--- src/rtl/bt_debounce_dev.sv ---
// Memory-mapped push-button peripheral: two-flop synchroniser, counter-based
// debouncer, sticky press/release flags and a saturating press counter.
// Status is read as one 32-bit word. Writing 1 to d[1], d[2] or d[3] clears
// the press flag, the release flag or the press counter.
module bt_debounce_dev #(
    parameter int DEBOUNCE_CYCLES = 50000,
    parameter int CNT_W           = $clog2(DEBOUNCE_CYCLES + 1)
) (
    input  logic        clk,
    input  logic        reset,
    input  logic        bt_in,
    input  logic        we,
    input  logic [31:0] d,
    output logic [31:0] q,
    output logic        irq
);

    localparam logic [CNT_W-1:0] CNT_LAST = CNT_W'(DEBOUNCE_CYCLES - 1);

    logic             bt_s1;
    logic             bt_s2;
    logic             db;
    logic [CNT_W-1:0] cnt;
    logic             press_flag;
    logic             release_flag;
    logic [7:0]       press_cnt;

    logic             flip;
    logic             rise;
    logic             fall;
    logic             clr_press;
    logic             clr_release;
    logic             clr_cnt;
    logic [7:0]       cnt_base;
    logic [7:0]       press_cnt_next;
    logic             unused_d;

    // Bring the asynchronous button level into the clock domain
    always_ff @(posedge clk) begin
        if (reset) begin
            bt_s1 <= 1'b0;
            bt_s2 <= 1'b0;
        end else begin
            bt_s1 <= bt_in;
            bt_s2 <= bt_s1;
        end
    end

    // Flip events are decoded from the next-state condition so that the
    // flags and the counter update on the same edge as db
    always_comb begin
        flip        = (bt_s2 != db) && (cnt == CNT_LAST);
        rise        = flip && !db;
        fall        = flip && db;
        clr_press   = we && d[1];
        clr_release = we && d[2];
        clr_cnt     = we && d[3];
        // Clear first, then count a coincident press, so no press is lost
        cnt_base       = clr_cnt ? '0 : press_cnt;
        press_cnt_next = cnt_base;
        if (rise && (cnt_base != 8'hFF)) begin
            press_cnt_next = cnt_base + 8'd1;
        end
    end

    // Accept a new level only after it persists for DEBOUNCE_CYCLES cycles
    always_ff @(posedge clk) begin
        if (reset) begin
            db  <= 1'b0;
            cnt <= '0;
        end else if (bt_s2 == db) begin
            cnt <= '0;
        end else if (cnt == CNT_LAST) begin
            db  <= bt_s2;
            cnt <= '0;
        end else begin
            cnt <= cnt + 1'b1;
        end
    end

    // Sticky flags and saturating press counter; a coincident event beats a clear
    always_ff @(posedge clk) begin
        if (reset) begin
            press_flag   <= 1'b0;
            release_flag <= 1'b0;
            press_cnt    <= '0;
        end else begin
            press_flag   <= rise | (press_flag & ~clr_press);
            release_flag <= fall | (release_flag & ~clr_release);
            press_cnt    <= press_cnt_next;
        end
    end

    assign unused_d = ^{d[31:4], d[0]};

    assign q   = {16'h0000, press_cnt, 5'b00000, release_flag, press_flag, db};
    assign irq = press_flag;

endmodule

--- config.mk ---
export PLATFORM = sky130hd
export DESIGN_NAME = bt_debounce_dev
export DESIGN_NICKNAME = d
export VERILOG_FILES = /design/src/rtl/bt_debounce_dev.sv
export SDC_FILE = /design/constraint.sdc
export NUM_CORES = 1
export LEC_CHECK = 0
export CAP_MARGIN = 20
export CORE_MARGIN = 1
export CORE_UTILIZATION = 45
export CTS_BUF_LIST = sky130_fd_sc_hd__clkbuf_4 sky130_fd_sc_hd__clkbuf_8
export CTS_CLUSTER_SIZE = 20
export DETAILED_ROUTE_END_ITERATION = 7
export GPL_TIMING_DRIVEN = 0
export PLACE_DENSITY = 0.84
export SLEW_MARGIN = 20
export SYNTH_ARGS = -nofsm -noshare
export SYNTH_HDL_FRONTEND = slang
export SYNTH_SLANG_ARGS = --single-unit
--- constraint.sdc ---
create_clock -name clk -period 3.1 [get_ports clk]
set_input_delay 0.62 -clock clk [delete_from_list [all_inputs] [get_ports clk]]
set_output_delay 0.62 -clock clk [all_outputs]
set_load 0.01 [all_outputs]
==> out/metrics.cfg, run 1 <==
[status]
status=finished clean

[routing]
wl_per_cell_um=10.86
dr_wl_met3_um=161
vias=1318
drtIter0Drc=86
avgViaCountPerCell=4.758
wirelength_um=3008
drc=0
wl_met1_um=1409
drt_first_pass_iters=4
final_antenna_net_count=0
top_layer=met4
dr_wl_met2_um=1384

[timing]
worst_pin_slew_ns=0.5347
slew_headroom_pct=64.28
min_period_ns=2.628
finalHoldViolCount=0
finalCritPeriodShare_pct=84.77
rsz0062_at_grt=no
finClkSkew_ns=0.01628
finalSetupTns_ns=0
drv_slew=0
setup_viol=0
fmax_ghz=0.3805

[grt]
grt_pass1_vias=1125
grt_overflow=0
grt_max_degree=11
grt.total_usage_pct=16.10
antenna_found_initial=0
grt_pass1_wl_um=5037

[floorplan]
die_x_um=62.49
initial_core_util_pct=48.21
io_pins=69
die_area_um2=3905
die_y_um=62.49
design.core.area_um2=3416
placementRows=21

[cells_and_area]
layout.nets=269
fin_area_um2=2018
post_route_cells_drive_above_1_share_pct=18.61
multi_input_area_um2=900.9
area_growth_pct=22.57
antenna_cells=0
seqCellArea_um2=580.6
fill_cells=322

[clock_tree]
clock_path_buffers=2
clock_latency_ns=0.33
cts.sinks=29
cts_setup_buffers=0
cts_buffers=5
cts_tree=yes
cts_resized=0
clkSlewWorstSetupHoldPaths_ns=0.10
postCtsHoldBufs=0
cts_root_buf=clkbuf_4
htree_levels=2

[flow_run]
cap_violations=0

[logic_synthesis]
async_flop_share_pct=0
synthTopCellsByArea=dfxtp_1 35%, buf_4 11%, xnor2_1 5.9%, nor2_1 4.8%, nand2_1 2.7%
synth_edf_count=0
avgSynthCellArea_um2=8.853
yosysSeqAreaShare_pct=35.26
yosysTopAreaCellShare_pct=35.26
synth.most_common_cell=dfxtp_1
netlist_instances=186
synthFlopType=dfxtp_1
synth-seq-cells=29
synth_common_cells=29 x dfxtp_1, 25 x buf_4, 21 x nor2_1
synth_area_um2=1647
yosysWarnings=0
yosysTopAreaCell=dfxtp_1
ys_types=43

[worst_setup_path]
critical_path.top_delay_family=simple AND/OR/NAND/NOR gates
end_kind=flip-flop
worstPathCellList=clkdlybuf4s50_1 -> nand2_1 -> and2_1 -> ha_1 -> and4_1 -> and4_1 -> or4b_1 -> a21oi_1
cp.arrival_ns=2.90
slowest_delay_ns=0.56
critical_path.most_common_cell=and4_1
cp_max_fo=6
start_kind=input port
path_class=in -> reg
critPathRequiredTime_ns=3.37
cpMaxStageDelayCell=clkdlybuf4s50_1
critPathBufInv=1

[place]
port_buffers=18
dp_hpwl_um=2176
dpl_cell_area_um2=1959
place.gp.congestion=0.8150

[power]
ir_drop_mv=0.1778
p_per_area_nw_per_um2=335.9
p_leak_nw=0.7849

[min_path]
hold_path_class=reg -> reg

-- through the flow --
stage	power, mW	cells	hold WS [ns]	setup WS, ns	util, %
floorplan	0.4256	206	0.4138	0.9283	-
global placement	0.4377	270	0.4229	0.2071	57.36
detailed placement	0.4381	270	0.4288	0.1679	57.36
CTS	0.6811	277	0.4538	0.5057	59.08
global route	0.7067	277	0.4811	0.3560	59.08
finish	0.6779	277	0.4455	0.4720	59.08
-- placed cells by master, fill, tap and decap left out, types with 2 or more instances in the layout --
master,count
mux2i_1,4
buf_4,25
and4_1,3
inv_1,6
xnor2_1,11
nand2_1,12
o21ai_0,2
o31ai_1,3
buf_6,2
and4bb_2,2
nor2_1,21
conb_1,21
clkbuf_1,2
clkdlybuf4s50_1,18
nand2b_1,4
clkbuf_4,6
and2_1,3
or4_1,3
nor4_1,4
nand4_1,5
ha_1,2
dfxtp_1,29
or3_1,2
nand3_1,8
and3_1,4
nor3_1,2
a21oi_1,5
o211a_1,2
nor2b_1,3
-- where the power goes --
| part | total (mW) | internal, mW | switching, mW | leakage, nW |
|---|---|---|---|---|
| clock network | 0.248 | 0.116 | 0.132 | 0.0348 |
| registers | 0.375 | 0.374 | 0.000940 | 0.234 |
| logic | 0.0554 | 0.0287 | 0.0267 | 0.516 |
| total | 0.678 | 0.518 | 0.160 | 0.785 |
-- logic make-up (layout without fill, tap and decap cells) --
logic type | after synthesis | in the layout | share of synthesized area, %
XOR/XNOR | 12 | 12 | 6.383
multiplexers | 5 | 5 | 3.116
buffers and inverters | 35 | 60 | 14.59
adder cells (fa/ha/maj) | 2 | 2 | 1.520
flip-flops | 29 | 29 | 35.26
AO/OA/AOI/OAI | 17 | 17 | 7.143
other | 1 | 21 | 0.2277
AND/OR/NAND/NOR | 85 | 85 | 31.76
-- cell type report --
type                            instances  area share [%]
Buffer                                 29           10.79
Clock buffer                            7           2.914
Inverter                                6           1.116
Multi-Input combinational cell        142           44.64
Sequential cell                        29           28.77
Tap cell                               46           2.852
Timing Repair Buffer                   18           8.927
-- worst reg2reg max path: stages, from the launching register on --
cell and delay, ns:
dfxtp_1 0.35, and2_1 0.16, ha_1 0.25, and4_1 0.22, and4_1 0.27, or4b_1 0.51
a21oi_1 0.12
-- flip-flops by register name, indices dropped and copies added, names as in the netlist --
signal	cells
cnt	16
press_cnt	8
bt_s1	1
bt_s2	1
db	1
irq	1
release_flag	1
-- metal layers --
metal | GRT usage (%) | vias up
li1 | - | 690
met1 | 19.66 | 583
met2 | 27.04 | 38
met3 | 4.015 | 7
met4 | 6.105 | 0
met5 | 0 | -
-- worst paths after layout --
kind / slack (ns) / start / to / cells past startpoint
setup / recovery: 0.47 / we / press_cnt[1] / 8
hold reg to reg: 0.45 / bt_s1 / bt_s2 / 1
setup reg to reg: 1.17 / press_cnt[1] / press_cnt[1] / 6
hold / removal: 0.45 / bt_s1 / bt_s2 / 1
No activity file was read; power rests on OpenSTA's default activity.
==> inputs of run 2 (changes only) <==
--- a/config.mk
+++ b/config.mk
@@ -7,12 +7,12 @@
 export LEC_CHECK = 0
 export CAP_MARGIN = 20
 export CORE_MARGIN = 1
-export CORE_UTILIZATION = 45
+export CORE_UTILIZATION = 44
 export CTS_BUF_LIST = sky130_fd_sc_hd__clkbuf_4 sky130_fd_sc_hd__clkbuf_8
 export CTS_CLUSTER_SIZE = 20
 export DETAILED_ROUTE_END_ITERATION = 7
 export GPL_TIMING_DRIVEN = 0
-export PLACE_DENSITY = 0.84
+export PLACE_DENSITY = 0.82
 export SLEW_MARGIN = 20
 export SYNTH_ARGS = -nofsm -noshare
 export SYNTH_HDL_FRONTEND = slang
==> constraint.sdc (replaced) <==
create_clock -name clk -period 2.6 [get_ports clk]
set_input_delay 0.52 -clock clk [delete_from_list [all_inputs] [get_ports clk]]
set_output_delay 0.52 -clock clk [all_outputs]
set_load 0.01 [all_outputs]
==> run 2 against run 1 <==
Compared with the run above: sequential share of layout area shrank 0.54 points; flip-flop and latch count did not move; count of clock-buffer cells in the layout increased by 1; die area up 2.2%; cell count rose by 0.36%; global-route usage up 0.34 points; critical path depth did not move; critical path type unchanged; highest routed layer unchanged.
==> out/metrics.cfg, run 2 (synthesis results as in run 1) <==
[timing]
finClkSkew_ns=0.005581
worst_pin_slew_ns=0.5479
min_period_ns=2.489
finalCritPeriodShare_pct=95.71
finalHoldViolCount=0
finalSetupTns_ns=0
fmax_ghz=0.4018
slew_headroom_pct=63.40
drv_slew=0
setup_viol=0

[floorplan]
die_area_um2=3991
die_y_um=63.18
design.core.area_um2=3468
io_pins=69
die_x_um=63.18
placementRows=21
initial_core_util_pct=47.47

[clock_tree]
cts_setup_buffers=0
htree_levels=2
cts_buffers=5
cts_root_buf=clkbuf_8
clkSlewWorstSetupHoldPaths_ns=0.06
cts.sinks=29
clock_latency_ns=0.28
clock_path_buffers=2
cts_tree=yes

[grt]
grt_pass1_vias=1164
grt_pass1_wl_um=5175
grt.total_usage_pct=16.44
antenna_found_initial=0
grt_max_degree=11
grt_overflow=0

[cells_and_area]
post_route_cells_drive_above_1_share_pct=19.83
reg_top3=cnt: 16 flops, press_cnt: 8 flops
top_register=cnt
final_cell_mix=29 x dfxtp_1, 25 x buf_4, 21 x nor2_1, 21 x conb_1, 17 x clkdlybuf4s50_1
mostFrequentLayoutCell=dfxtp_1
antenna_cells=0
area_growth_pct=24.92
fin_util_pct=59.31
final_cells=278
fill_cells=318
layout.nets=269
largest_reg_flops=16

[power]
p_sw_uw=195.8
p_per_area_nw_per_um2=436.2
ir_drop_mv=0.2694
p_clk_share_pct=42.7
p_leak_nw=0.8094
power_uw=897.2
power_frac_comb_pct=7.4
swShare_pct=21.83
p_int_uw=701.4
pwr-share-seq_pct=49.9

[place]
dp_hpwl_um=2193
placed_cells=270
port_buffers=18
place.gp.congestion=0.8818

[routing]
wirelength_um=3099
drc=0
avgViaCountPerCell=4.871
wl_per_cell_um=11.15
vias=1354
drt_first_pass_iters=4
final_antenna_net_count=0
drtIter0Drc=71

[worst_setup_path]
end_kind=flip-flop
cp_max_fo=6
worstPathCellList=clkdlybuf4s50_1 -> nand2_2 -> and2_1 -> ha_1 -> and4_1 -> and4_2 -> or4b_1 -> a21oi_1
start_kind=input port
slowest_delay_ns=0.51
cp.arrival_ns=2.70
cpMaxStageDelayCell=clkdlybuf4s50_1
path_class=in -> reg
critPathRequiredTime_ns=2.82

[status]
status=finished clean

[flow_run]
cap_violations=0

[min_path]
hold_path_class=reg -> reg

==> run 2: cell count changes in the layout (fill, tap and decap cells not counted) <==
cell	before	now
clkdlybuf4s50_1	18	17
clkbuf_8	1	5
and4_2	0	1
nand2_2	0	1
nand2_1	12	11
clkbuf_4	6	3
and4_1	3	2
dlymetal6s2s_1	0	1
==> run 2: final timing paths <==
kind | cells past startpoint | end | startpoint | slack (ns)
worst max-delay path | 8 | press_cnt[1] | d[3] | 0.11
worst min-delay path | 1 | bt_s2 | bt_s1 | 0.44
worst max register to register | 6 | press_cnt[1] | press_cnt[1] | 0.66
worst min register to register | 1 | bt_s2 | bt_s1 | 0.44
==> run 2: critical path, delay by kind of cell <==
family,cells,cell delay (ns)
AND/OR/NAND/NOR,5,1.30
buffers and inverters,1,0.51
adder cells (fa/ha/maj),1,0.25
AO/OA/AOI/OAI,1,0.12
==> run 2: per-layer routing <==
metal  GRT usage [%]  routed length, µm  vias up  part of all wire [%]
met5               0                  0        -                     0
met4           4.261                 30        0                  0.97
met3           5.978                229        5                   7.4
met2           27.42               1482       44                    48
met1           19.84               1357      608                    44
li1                -                  -      697                     -
==> run 2: cell type report <==
class / count / area, µm² / share of cell area (%)
Sequential cell: 29 / 580.6 / 28.22
Clock buffer: 8 / 91.34 / 4.440
Multi-Input combinational cell: 142 / 904.6 / 43.98
Buffer: 29 / 217.7 / 10.58
Timing Repair Buffer: 18 / 182.7 / 8.881
Inverter: 6 / 22.52 / 1.095
Tap cell: 46 / 57.56 / 2.798
==> run 2: power by group through the flow <==
stage	Sequential, mW	Clock (mW)	Combinational [mW]
finish	0.447	0.383	0.0665
global route	0.447	0.414	0.0728
floorplan	0.457	0	0.0506
detailed placement	0.457	0	0.0655
CTS	0.447	0.394	0.0657
global placement	0.457	0	0.0648
==> run 2: timing repair <==
| item | in CTS | in global routing |
|---|---|---|
| hold buffers | 0 | 0 |
| resized for setup | 0 | 3 |
| hold endpoints to repair | 0 | 0 |
| setup endpoints to repair | 0 | 1 |
==> run 2: per-stage QoR <==
step                      hold slack (ns)  setup slack [ns]  area, µm²
after floorplan                    0.4138            0.5283       1722
after global routing               0.4712         -0.007675       2057
final                              0.4418            0.1114       2057
after detailed placement           0.4393           -0.2293       1959
after global placement             0.4230           -0.1906       1959
after CTS                          0.4516           0.06313       2051
